### config.mk
export PLATFORM = sky130hd
export DESIGN_NAME = ab_source_flat
export DESIGN_NICKNAME = d
export VERILOG_FILES = /design/src/rtl/ab_source_if.sv /design/src/rtl/ab_source.sv /design/src/flat_wrapper.sv
export SDC_FILE = /design/constraint.sdc
export NUM_CORES = 1
export LEC_CHECK = 0
export ABC_AREA = 1
export CORE_UTILIZATION = 36
export DETAILED_ROUTE_END_ITERATION = 10
export HOLD_SLACK_MARGIN = 0.06
export PLACE_DENSITY = 0.59
export SYNTH_ARGS = -nofsm -noshare
export SYNTH_HDL_FRONTEND = slang
export SYNTH_SLANG_ARGS = --single-unit
### constraint.sdc
create_clock -name CLK -period 5.3 [get_ports CLK]
set_input_delay 0.53 -clock CLK [delete_from_list [all_inputs] [get_ports CLK]]
set_output_delay 0.53 -clock CLK [all_outputs]
set_load 0.05 [all_outputs]
### src/rtl/ab_source_if.sv
// Operand/result handshake between ab_source and its consumer.
// The source side drives ACK/A/B; the consumer drives REQ_AB and the result word.
interface ab_source_if;
    logic        REQ_AB;
    logic        ACK;
    logic [7:0]  A;
    logic [7:0]  B;
    logic [15:0] X;
    logic        X_VALID;

    modport master (input REQ_AB, X, X_VALID, output ACK, A, B);
    modport slave  (output REQ_AB, X, X_VALID, input ACK, A, B);
endinterface

### src/rtl/ab_source.sv
// Operand-pair source with programmable ACK latency, plus a result collector
// that buffers, counts and sums the words returned by the consumer.
module ab_source #(
    parameter int  NPAIR   = 8,
    parameter int  ACK_LAT = 0,
    localparam int IW      = $clog2(NPAIR)
) (
    input  logic          CLK,
    input  logic          RST,
    ab_source_if.master   ab,
    input  logic          LOAD_EN,
    input  logic [IW-1:0] LOAD_ADDR,
    input  logic [7:0]    LOAD_A,
    input  logic [7:0]    LOAD_B,
    input  logic          CLR,
    input  logic [IW-1:0] RD_ADDR,
    output logic [15:0]   RD_DATA,
    output logic [IW:0]   SENT_CNT,
    output logic [IW:0]   RES_CNT,
    output logic [15:0]   RES_SUM,
    output logic          OVF
);
    typedef enum logic [1:0] {S_IDLE, S_WAIT, S_ACK} state_t;

    localparam logic [IW:0] FULL   = (IW+1)'(NPAIR);
    localparam logic [3:0]  LAT_M1 = 4'(ACK_LAT - 1);

    state_t        state_q, state_d;
    logic [3:0]    wait_q, wait_d;
    logic [IW-1:0] rd_ptr_q, rd_ptr_d;
    logic [IW:0]   sent_cnt_q, sent_cnt_d;
    logic [7:0]    a_q, a_d;
    logic [7:0]    b_q, b_d;
    logic [7:0]    op_a_q [NPAIR];
    logic [7:0]    op_a_d [NPAIR];
    logic [7:0]    op_b_q [NPAIR];
    logic [7:0]    op_b_d [NPAIR];

    logic [IW-1:0] wr_ptr_q, wr_ptr_d;
    logic [IW:0]   res_cnt_q, res_cnt_d;
    logic [15:0]   res_sum_q, res_sum_d;
    logic          ovf_q, ovf_d;
    logic [15:0]   rd_data_q, rd_data_d;
    logic [15:0]   res_buf_q [NPAIR];
    logic [15:0]   res_buf_d [NPAIR];

    always_comb begin
        state_d    = state_q;
        wait_d     = wait_q;
        rd_ptr_d   = rd_ptr_q;
        sent_cnt_d = sent_cnt_q;
        a_d        = a_q;
        b_d        = b_q;

        if (state_q == S_ACK) begin
            rd_ptr_d = rd_ptr_q + 1'b1;
            if (sent_cnt_q != FULL) sent_cnt_d = sent_cnt_q + 1'b1;
        end

        case (state_q)
            S_IDLE, S_ACK: begin
                if (!ab.REQ_AB) begin
                    state_d = S_IDLE;
                end else if (ACK_LAT == 0) begin
                    state_d = S_ACK;
                end else begin
                    state_d = S_WAIT;
                    wait_d  = LAT_M1;
                end
            end
            S_WAIT: begin
                if (!ab.REQ_AB)       state_d = S_IDLE;
                else if (wait_q == '0) state_d = S_ACK;
                else                  wait_d  = wait_q - 1'b1;
            end
            default: state_d = S_IDLE;
        endcase

        if (CLR) begin
            state_d    = S_IDLE;
            wait_d     = '0;
            rd_ptr_d   = '0;
            sent_cnt_d = '0;
        end

        // Pair is captured from the table as it stands before this edge's load
        if (state_d == S_ACK) begin
            a_d = op_a_q[rd_ptr_d];
            b_d = op_b_q[rd_ptr_d];
        end

        op_a_d = op_a_q;
        op_b_d = op_b_q;
        if (LOAD_EN) begin
            op_a_d[LOAD_ADDR] = LOAD_A;
            op_b_d[LOAD_ADDR] = LOAD_B;
        end
    end

    always_comb begin
        wr_ptr_d  = wr_ptr_q;
        res_cnt_d = res_cnt_q;
        res_sum_d = res_sum_q;
        ovf_d     = ovf_q;
        res_buf_d = res_buf_q;
        rd_data_d = res_buf_q[RD_ADDR];

        if (CLR) begin
            wr_ptr_d  = '0;
            res_cnt_d = '0;
            res_sum_d = '0;
            ovf_d     = 1'b0;
        end else if (ab.X_VALID) begin
            if (res_cnt_q != FULL) begin
                res_buf_d[wr_ptr_q] = ab.X;
                wr_ptr_d            = wr_ptr_q + 1'b1;
                res_cnt_d           = res_cnt_q + 1'b1;
                res_sum_d           = res_sum_q + ab.X;
            end else begin
                ovf_d = 1'b1;
            end
        end
    end

    always_ff @(posedge CLK) begin
        if (!RST) begin
            state_q    <= S_IDLE;
            wait_q     <= '0;
            rd_ptr_q   <= '0;
            sent_cnt_q <= '0;
            a_q        <= '0;
            b_q        <= '0;
            op_a_q     <= '{default: '0};
            op_b_q     <= '{default: '0};
            wr_ptr_q   <= '0;
            res_cnt_q  <= '0;
            res_sum_q  <= '0;
            ovf_q      <= 1'b0;
            rd_data_q  <= '0;
            res_buf_q  <= '{default: '0};
        end else begin
            state_q    <= state_d;
            wait_q     <= wait_d;
            rd_ptr_q   <= rd_ptr_d;
            sent_cnt_q <= sent_cnt_d;
            a_q        <= a_d;
            b_q        <= b_d;
            op_a_q     <= op_a_d;
            op_b_q     <= op_b_d;
            wr_ptr_q   <= wr_ptr_d;
            res_cnt_q  <= res_cnt_d;
            res_sum_q  <= res_sum_d;
            ovf_q      <= ovf_d;
            rd_data_q  <= rd_data_d;
            res_buf_q  <= res_buf_d;
        end
    end

    assign ab.ACK   = (state_q == S_ACK);
    assign ab.A     = a_q;
    assign ab.B     = b_q;
    assign RD_DATA  = rd_data_q;
    assign SENT_CNT = sent_cnt_q;
    assign RES_CNT  = res_cnt_q;
    assign RES_SUM  = res_sum_q;
    assign OVF      = ovf_q;
endmodule
### src/flat_wrapper.sv
// flat-port wrapper written by rule: the top's interface ports become plain ports
module ab_source_flat 
#(
    parameter int  NPAIR   = 8,
    parameter int  ACK_LAT = 0,
    localparam int IW      = $clog2(NPAIR)
)
  (CLK, RST, LOAD_EN, LOAD_ADDR, LOAD_A, LOAD_B, CLR, RD_ADDR, RD_DATA, SENT_CNT, RES_CNT, RES_SUM, OVF, ab_REQ_AB, ab_X, ab_X_VALID, ab_ACK, ab_A, ab_B);
  ab_source_if ab_i ();
  input  logic CLK;
  input  logic RST;
  input  logic LOAD_EN;
  input  logic [IW-1:0] LOAD_ADDR;
  input  logic [7:0] LOAD_A;
  input  logic [7:0] LOAD_B;
  input  logic CLR;
  input  logic [IW-1:0] RD_ADDR;
  output logic [15:0] RD_DATA;
  output logic [IW:0] SENT_CNT;
  output logic [IW:0] RES_CNT;
  output logic [15:0] RES_SUM;
  output logic OVF;
  input wire logic [$bits(ab_i.REQ_AB)-1:0] ab_REQ_AB;
  input wire logic [$bits(ab_i.X)-1:0] ab_X;
  input wire logic [$bits(ab_i.X_VALID)-1:0] ab_X_VALID;
  output wire logic [$bits(ab_i.ACK)-1:0] ab_ACK;
  output wire logic [$bits(ab_i.A)-1:0] ab_A;
  output wire logic [$bits(ab_i.B)-1:0] ab_B;
  assign ab_i.REQ_AB = ab_REQ_AB;
  assign ab_i.X = ab_X;
  assign ab_i.X_VALID = ab_X_VALID;
  assign ab_ACK = ab_i.ACK;
  assign ab_A = ab_i.A;
  assign ab_B = ab_i.B;
  ab_source #(.NPAIR(NPAIR), .ACK_LAT(ACK_LAT)) u_core (.CLK(CLK), .RST(RST), .ab(ab_i), .LOAD_EN(LOAD_EN), .LOAD_ADDR(LOAD_ADDR), .LOAD_A(LOAD_A), .LOAD_B(LOAD_B), .CLR(CLR), .RD_ADDR(RD_ADDR), .RD_DATA(RD_DATA), .SENT_CNT(SENT_CNT), .RES_CNT(RES_CNT), .RES_SUM(RES_SUM), .OVF(OVF));
endmodule
# Yosys cells after proc, flatten, opt, wreduce, memory -nomap -nowiden
# Cells that the tools add are included.
[classes] mux=23 addsub=6 n_reduce_logical=11 bitwise_logic=8 order_cmp=6 n_eq_ne=5
[ops] op="bitwise mux 128 bit" n=1
[ops] op="bitwise mux 64 bit" n=2
[ops] op="binary-select mux 16 bit (select 3 bit)" n=1
[ops] op="binary-select mux 8 bit (select 3 bit)" n=2
[ops] op="demux 16 bit (select 3 bit)" n=1
[ops] op="two-way mux 16 bit" n=3
[ops] op="two-way mux 8 bit" n=5
[ops] op="demux 8 bit (select 3 bit)" n=1
[ops] op="adder 16 bit" n=1
[ops] op="greater-or-equal comparator 4 bit, second input constant" n=4
[ops] op="NOT 3 -> 4 bit" n=4
[ops] op="adder 4 x 1 -> 4 bit, second input constant" n=2
[ops] op="less-than comparator 4 x 1 -> 1 bit, second input constant" n=2
[ops] op="two-way mux 2 bit" n=4
[ops] op="!= test 4 bit, second input constant" n=2
[ops] op="adder 3 x 1 -> 3 bit, second input constant" n=2
[ops] op="two-way mux 3 bit" n=2
[ops] op="AND reduction 2 bit" n=3
[ops] op="AND reduction 3 bit" n=2
[ops] op="== test 2 bit, second input constant" n=2
[ops] op="logical NOT 4 bit" n=1
[ops] op="NOT 1 bit" n=4
[ops] op="case mux 2 bit (2 select lines)" n=1
[ops] op="OR reduction 2 bit" n=2
[ops] op="4 further kinds" n=5
[word_totals] word_cells=94 out_inout_bits=58 inputBits=44 reg_bits=325

# Depth between registers and ports, before layout
# Gate-level depths: netlist (run 1).
[depth] ltp_word=7 depth_mapped=14 ltp_nobuf=14

# Least setup slack after synthesis (run 1)
# No wires, ideal clock.
[synth_timing] path_kind="reg-to-reg" startpoint="register u_core.res_sum_q[0] (netlist: u_core.RES_SUM[0])" endpoint="register u_core.res_sum_q[8] (netlist: u_core.RES_SUM[8])" setup_ns=0.056 arrival_time_ns=2.116 path_buffers=0 required_time_ns=5.244 synth_period_minus_slack_ns=2.172 path_stages_with_launch=14 setup_slack_ns=3.128 cell_sequence="dfxtp_1 > ha_1 > inv_1 > fa_1 > inv_1 > nand3_1 > nand2_1 > nand2_1 > nand3_1 > nand2_1 > or2_2 > nand3_1 > nand2_1 > inv_1"
[synth_via] elab_chain_len=1
[synth_lines] item="start, declared" line_no="ab_source.sv:41" source="logic [15:0] res_sum_q, res_sum_d;"
[synth_lines] item="start signal, assigned" line_no="ab_source.sv:152" source="res_sum_q <= res_sum_d;"
[synth_lines] item="adder 16 bit" line_no="ab_source.sv:118" source="res_sum_d = res_sum_q + ab.X;"
# No other way between the ends.
# A chain may end at the register's enable or synchronous reset.

# Final worst setup path (run 1)
[layout_timing] startpoint="register u_core.res_cnt_q[0] (netlist: u_core.RES_CNT[0])" endpoint="register u_core.res_buf_q[81] (netlist bit)"
[layout_via] elab_chain_len=2
[layout_lines] item="start, declared" line_no="ab_source.sv:40" source="logic [IW:0] res_cnt_q, res_cnt_d;"
[layout_lines] item="start signal, assigned" line_no="ab_source.sv:151" source="res_cnt_q <= res_cnt_d;"
[layout_lines] item="!= test 4 bit" line_no="ab_source.sv:114" source="if (res_cnt_q != FULL) begin"
[layout_lines] item="AND reduction 3 bit (no source line)"
[layout_lines] item="end signal, assigned" line_no="ab_source.sv:155" source="res_buf_q <= res_buf_d;"
[layout_lines] item="end, declared" line_no="ab_source.sv:44" source="logic [15:0] res_buf_q [NPAIR];"
# No other way between the ends.

==> results of run 1 <==
state kept, by name, indices dropped and copies added, names as in the netlist, 4 cells and up:
| name | cells |
|---|---|
| u_core.SENT_CNT | 4 |
| u_core.op_a_q | 64 |
| u_core.res_buf_q | 128 |
| u_core.RD_DATA | 16 |
| u_core.RES_SUM | 16 |
| u_core.op_b_q | 64 |
| u_core.RES_CNT | 4 |
| u_core.ab.B | 8 |
| u_core.wait_q | 4 |
| u_core.ab.A | 8 |
report_power, final:
| group | internal, mW | leakage, nW | switching (mW) |
|---|---|---|---|
| sequential | 2.51 | 2.64 | 0.0302 |
| combinational | 0.184 | 3.28 | 0.399 |
| clock | 1.59 | 0.623 | 1.04 |
logic make-up (layout without fill, tap and decap cells):
family	count (synthesis)	in the layout	synth area share, %
DFF	325	325	44.6
AOI/OAI and AO/OA	701	701	24.5
and+or+nand+nor	530	530	16.5
adders and majority gates	23	23	2.02
xor gates and xnor gates	8	8	0.480
other	0	1	0
buffers and inverters	452	495	12.0
metal layers:
layer / up-vias / wire (um) / part of all wire (%) / track usage, %
met3: 49 / 2660 / 6.4 / 3.96
li1: 6818 / - / - / -
met1: 6135 / 19200 / 46 / 26.7
met4: 0 / 796 / 1.9 / 6.23
met2: 331 / 19100 / 46 / 32.7
met5: - / 0 / 0 / 0
worst register-to-register path: stages (launching register included):
cell and delay (ns):
dfxtp_1 0.39, inv_1 0.08, ha_1 0.20, nand3_1 0.11
nand2_2 0.21, nor2_4 0.25, nand4_2 0.53, inv_2 0.60
o21ai_0 0.15, a21oi_1 0.17
worst max path at each step:
stage,from,slack [ns],end,depth (start not counted)
2_1_floorplan,u_core.RES_SUM[0],3.13,u_core.RES_SUM[8],13
3_3_place_gp,CLR,2.00,u_core.ab.B[2],7
3_5_place_dp,CLR,1.94,u_core.ab.A[4],7
4_1_cts,CLR,2.51,u_core.ab.A[6],7
5_1_grt,CLR,2.32,u_core.ab.B[6],7
6_report,u_core.RES_CNT[0],2.53,u_core.res_buf_q[81],9
cell type report:
class	instances	area, um^2	area share (%)
inverters	306	1150	6.71
repair buffers	123	1190	6.92
diodes	1	2.50	0.0146
clock buffers	57	1190	6.92
flip-flops and latches	325	6510	38.0
well taps	525	657	3.83
multi-input cells	1262	6360	37.2
clock inverters	9	78.8	0.460
cell usage in the layout (no fill, tap or decap), types with 2 or more instances in the layout:
| cell | synthesis | layout |
|---|---|---|
| o21ai_0 | 360 | 360 |
| a311oi_1 | 16 | 16 |
| nand2_2 | 1 | 2 |
| a21oi_1 | 319 | 319 |
| dfxtp_1 | 325 | 325 |
| nand3_2 | 1 | 3 |
| nand4_1 | 72 | 72 |
| clkinv_2 | 0 | 5 |
| nor2_2 | 2 | 2 |
| xor2_1 | 7 | 7 |
| nor3_1 | 5 | 5 |
| nand3_1 | 138 | 136 |
| inv_1 | 299 | 299 |
| clkdlybuf4s50_1 | 0 | 100 |
| nor3b_1 | 2 | 2 |
| ha_1 | 22 | 22 |
| a21o_1 | 3 | 3 |
| nor2_1 | 154 | 154 |
| clkbuf_1 | 100 | 6 |
| buf_4 | 2 | 22 |
| clkbuf_8 | 0 | 10 |
| nor4_1 | 3 | 3 |
| inv_2 | 7 | 7 |
| nand2_1 | 147 | 146 |
| nand3b_1 | 2 | 2 |
| clkbuf_16 | 0 | 41 |
| clkinvlp_4 | 0 | 2 |
per-stage QoR:
stage          utilization [%]  std cells
5_1_grt                   42.9       2607
6_report                  42.9       2608
2_1_floorplan                -       2039
3_3_place_gp              39.7       2541
3_5_place_dp              39.7       2541
4_1_cts                   42.9       2607
==> run summary, run 1 <==
TritonCTS Buffers - 38
worst hold stages - 2
hold slack - 0.440 ns
Max Clk Rate - 0.361 GHz
vias per cell - 5.11
Mapped Cells - 2,039
post-route cell area - 17,100 um^2
worst path bufs/invs - 2
Post-synth top cells - o21ai_0 (360), dfxtp_1 (325), a21oi_1 (319), inv_1 (299), nor2_1 (154)
DRT Wirelength - 41,700 um
Yosys Warn Count - 0
Remaining Overflow, GRT - 0
I/O pin total - 102
I/O Buffers - 101
initial drt markers - 845
status - completed
ys flop type - dfxtp_1
Setup Crit Path Kind - reg2reg
capturing point of the worst reg2reg path - u_core.res_buf_q[81]
Filler cells - 4,058
Worst Tran Pin Value - 1.21 ns
Placer Congestion - 0.818
register area share after synthesis - 44.6%
fin worst setup slack - 2.53 ns
die area - 41,400 um^2
DP Wirelength - 25,100 um
Fin Clk Skew - 0.00785 ns
Crit. End Element - flip-flop
WP data arrival - 3.24 ns
Synth top area share - 44.6%
TritonCTS clock tree - done
CP delay by family, top - simple AND/OR/NAND/NOR gates
count leader, synth - o21ai_0
largest net degree at the start of global routing - 191
vias - 13,300
synth top area cells - dfxtp_1 (45%), o21ai_0 (12%), a21oi_1 (11%)
Worst Hold Launch - u_core.res_buf_q[121]
Lkg Pwr - 6.54 nW
Async SR Flop Fraction - 0%
Setup WS pre-CTS - 1.94 ns
Worst path slowest cell - inv_2
Setup-failing EPs final - 0
post-route ant nets - 0
first-pass GRT wire length - 66,300 um
Tmin final - 2.77 ns
Min-Delay Path Class - reg2reg
# DRC - 0
WL/cell - 16.0 um
GRT Util Overall - 20.1%
Die Ht - 203 um
Mapped Area - 14,600 um^2
CTS H-tree depth - 2
vias in the first global route - 12,100
max-slew violations - 0
R2R depth - 9
Crit path largest cell delay - 0.60 ns
r2r startpoint - u_core.RES_CNT[0]
cts repair resizes - 0
P per Cell Area - 336 nW/um^2
dpl cell area - 15,900 um^2
clock root cell - clkbuf_16
initial antenna violation count - 1
clock buffer depth - 3
Final Cycle Share - 52.2%
Final Total Pwr - 5.76 mW
flop-to-flop setup slack - 2.53 ns
Synth cell types - 32
Rel. slew slack - 19.4%
core area - 39,900 um^2
RSZ-0062 raised after global routing - false
maxcap violations - 0
maximum vdd drop - 0.193 mV
Worst-Skew Late Latency - 0.55 ns
CP Max Fanout - 17
crit path cell chain - inv_1 -> ha_1 -> nand3_1 -> nand2_2 -> nor2_4 -> nand4_2 -> inv_2 -> o21ai_0 -> a21oi_1
Worst EP required - 5.77 ns
Clock transition at path regs - 0.06 ns
# hold bufs at CTS - 0
Synth area leader - dfxtp_1
drt first pass iters - 5
Final #Nets - 2,123
share of post-route cells with drive strength above 1 - 4.85%
die width - 203 um
Mapped Nets - 2,106
hold endpoint - u_core.res_buf_q[121]
Syn-to-layout area delta - 17.3%
EDFF count, synth - 0
type of origin of the critical path - flip-flop
post-CTS setup buffers - 0
Clock Sinks - 325
Row Count - 73
Fin. Hold Viols - 0
Yosys reg bits - 325
Setup TNS - 0 ns
average cell area after synthesis - 7.16 um^2
initial core utilization - 36.6%
No activity file was read; power rests on OpenSTA's default activity.
==> inputs of run 2 (changes only) <==
==> constraint.sdc (replaced) <==
create_clock -name CLK -period 2.65 [get_ports CLK]
set_input_delay 0.265 -clock CLK [delete_from_list [all_inputs] [get_ports CLK]]
set_output_delay 0.265 -clock CLK [all_outputs]
set_load 0.05 [all_outputs]
==> run 2 against run 1 <==
Compared with the run above:
- combinational power grew 110%
- global-route usage grew 0.55 points
- critical path depth shrank 5
- clock power grew 88%
- total power grew 95%
- design area grew 1.4%
- die area is the same
- critical endpoint is now ab_ACK
==> run summary, run 2 (synthesis gave the netlist of run 1 again) <==
status - completed (unchanged)
DRT Wirelength - 42,700 um (was 41,700 um)
clock network power share - 43.9% (was 45.7%)
Min-Delay Path Class - in2reg (was reg2reg)
Row Count - 73 (unchanged)
Lkg Pwr - 6.68 nW (was 6.54 nW)
Internal Power - 8.34 mW (was 4.29 mW)
Setup TNS - 0 ns (unchanged)
# DRC - 0 (unchanged)
TritonCTS Buffers - 37 (was 38)
fin worst setup slack - 0.316 ns (was 2.53 ns)
Rel. slew slack - 27.7% (was 19.4%)
vias in the first global route - 12,600 (was 12,100)
Sequential Power Share - 45.2% (was 44.1%)
Setup WS pre-CTS - 0.290 ns (was 1.94 ns)
Setup Crit Path Kind - reg2out (was reg2reg)
DP Wirelength - 25,700 um (was 25,100 um)
GRT Util Overall - 20.6% (was 20.1%)
clock root cell - clkbuf_16 (unchanged)
switch share - 25.8% (was 25.6%)
P per Cell Area - 647 nW/um^2 (was 336 nW/um^2)
drt first pass iters - 5 (unchanged)
initial antenna violation count - 0 (was 1)
Sw Pwr - 2.91 mW (was 1.47 mW)
Comb power frac - 10.9% (was 10.1%)
Final Cycle Share - 88.1%
Clock Sinks - 325 (unchanged)
Clock transition at path regs - 0.06 ns (about the same)
TritonCTS clock tree - done (unchanged)
core area - 39,900 um^2 (unchanged)
Non-Filler Instances - 2,631 (was 2,608)
CTS H-tree depth - 2 (unchanged)
post-route ant nets - 0 (unchanged)
commonest non-fill, non-tap cell in the layout - o21ai_0 (unchanged)
initial drt markers - 1,054 (was 845)
vias - 13,500 (was 13,300)
die width - 203 um (unchanged)
vias per cell - 5.14 (was 5.11)
Regs by FF count - u_core.res_buf_q x128, u_core.op_a_q x64, u_core.op_b_q x64 (unchanged)
largest net degree at the start of global routing - 136 (was 191)
Worst EP required - 2.38 ns (was 5.77 ns)
Tmin final - 2.33 ns
Crit. Startpoint - u_core.state_q[0] (was u_core.RES_CNT[0])
max reg flops - 128 (unchanged)
most frequent cells in the layout - o21ai_0 (360), dfxtp_1 (325), a21oi_1 (319), inv_1 (299), nor2_1 (154) (unchanged)
Final #Nets - 2,148 (was 2,123)
maxcap violations - 0 (unchanged)
die area - 41,400 um^2 (unchanged)
initial core utilization - 36.6% (unchanged)
Remaining Overflow, GRT - 0 (unchanged)
Syn-to-layout area delta - 19.0% (was 17.3%)
Die Ht - 203 um (unchanged)
Worst-Skew Late Latency - 0.54 ns (was 0.55 ns)
Fin Clk Skew - 0.0158 ns (was 0.00785 ns)
RSZ-0062 raised after global routing - false (unchanged)
type of origin of the critical path - flip-flop (unchanged)
Crit. End Element - primary output (was flip-flop)
I/O pin total - 102 (unchanged)
max-slew violations - 0 (unchanged)
WL/cell - 16.2 um (was 16.0 um)
Cells after DPL - 2,566 (was 2,541)
share of post-route cells with drive strength above 1 - 5.79% (was 4.85%)
cts repair resizes - 0 (unchanged)
first-pass GRT wire length - 68,100 um (was 66,300 um)
WP data arrival - 2.07 ns (was 3.24 ns)
r2r startpoint - u_core.RES_CNT[0] (unchanged)
Worst Hold Launch - ab_REQ_AB (was u_core.res_buf_q[121])
Setup-failing EPs final - 0 (unchanged)
Placer Congestion - 0.874 (was 0.818)
Top reg by flops - u_core.res_buf_q (unchanged)
Fin. Hold Viols - 0 (unchanged)
Max Clk Rate - 0.428 GHz
Worst Tran Pin Value - 1.08 ns (was 1.21 ns)
clock buffer depth - 3 (unchanged)
I/O Buffers - 101 (unchanged)
antenna cells - 0 (was 1)
maximum vdd drop - 0.388 mV (was 0.193 mV)
CP Max Fanout - 4 (was 17)
-- run 2: cell count changes in the layout (fill, tap and decap cells not counted), moves of 2 or more --
cell and change:
buf_4 +13, clkbuf_8 +2, clkbuf_1 +2, buf_12 +12, clkbuf_16 -4, clkinvlp_4 -2
-- run 2: power groups by stage --
stage               logic [mW]  clock network [mW]  registers [mW]
floorplan                0.649                   0            5.30
global placement          1.21                   0            5.19
detailed placement        1.22                   0            5.19
CTS                       1.23                5.05            5.09
global route              1.36                5.25            5.10
finish                    1.23                4.94            5.09
-- run 2: repair_timing --
action / in CTS / in global routing
hold buffers: 1 / 0
setup buffers: 0 / 0
hold endpoints to repair: 5 / 0
-- run 2: cell type report --
cell class                 count  area, um^2
inverter                     306        1150
timing repair buffer         149        1530
clock inverter                 7        46.3
multi-input combinational   1262        6360
clock buffer                  57        1120
fill                        4000       22500
sequential                   325        6510
tap                          525         657
-- run 2: per-layer routing --
metal | up-vias | GRT usage [%] | part of all wire (%)
met2 | 316 | 32.9 | 45
met3 | 62 | 3.10 | 5.2
li1 | 6871 | - | -
met1 | 6262 | 28.6 | 48
met4 | 0 | 6.44 | 2.2
met5 | - | 0 | 0
-- run 2: worst max-delay path: stages (launching register included) --
cell             delay, ns
dfxtp_1               0.31
inv_1                 0.11
nand2_1               0.12
inv_2                 0.15
clkdlybuf4s50_1       0.83
-- run 2: final timing paths --
path	to	slack (ns)	depth (start not counted)
setup / recovery	ab_ACK	0.32	4
setup reg to reg	u_core.res_buf_q[44]	0.55	10
hold / removal	u_core.state_q[1]	0.37	3
hold reg to reg	u_core.res_buf_q[124]	0.44	2
-- run 2: stage by stage --
| step | util (%) | hold slack [ns] | instance area [um^2] | power, mW |
|---|---|---|---|---|
| after global placement | 40.6 | 0.428 | 16200 | 6.40 |
| after floorplan | - | 0.420 | 14600 | 5.95 |
| after detailed placement | 40.6 | 0.431 | 16200 | 6.41 |
| after CTS | 43.5 | 0.367 | 17400 | 11.4 |
| after global routing | 43.5 | 0.405 | 17400 | 11.7 |
| final | 43.5 | 0.370 | 17400 | 11.2 |
==> inputs of run 3 (changes only) <==
--- a/config.mk
+++ b/config.mk
@@ -10,6 +10,7 @@
 export DETAILED_ROUTE_END_ITERATION = 10
 export HOLD_SLACK_MARGIN = 0.06
 export PLACE_DENSITY = 0.59
+export SKIP_LAST_GASP = 1
 export SYNTH_ARGS = -nofsm -noshare
 export SYNTH_HDL_FRONTEND = slang
 export SYNTH_SLANG_ARGS = --single-unit
==> results of run 3 <==
Same layout as run 2: the final DEF is identical, and so are final timing and power.
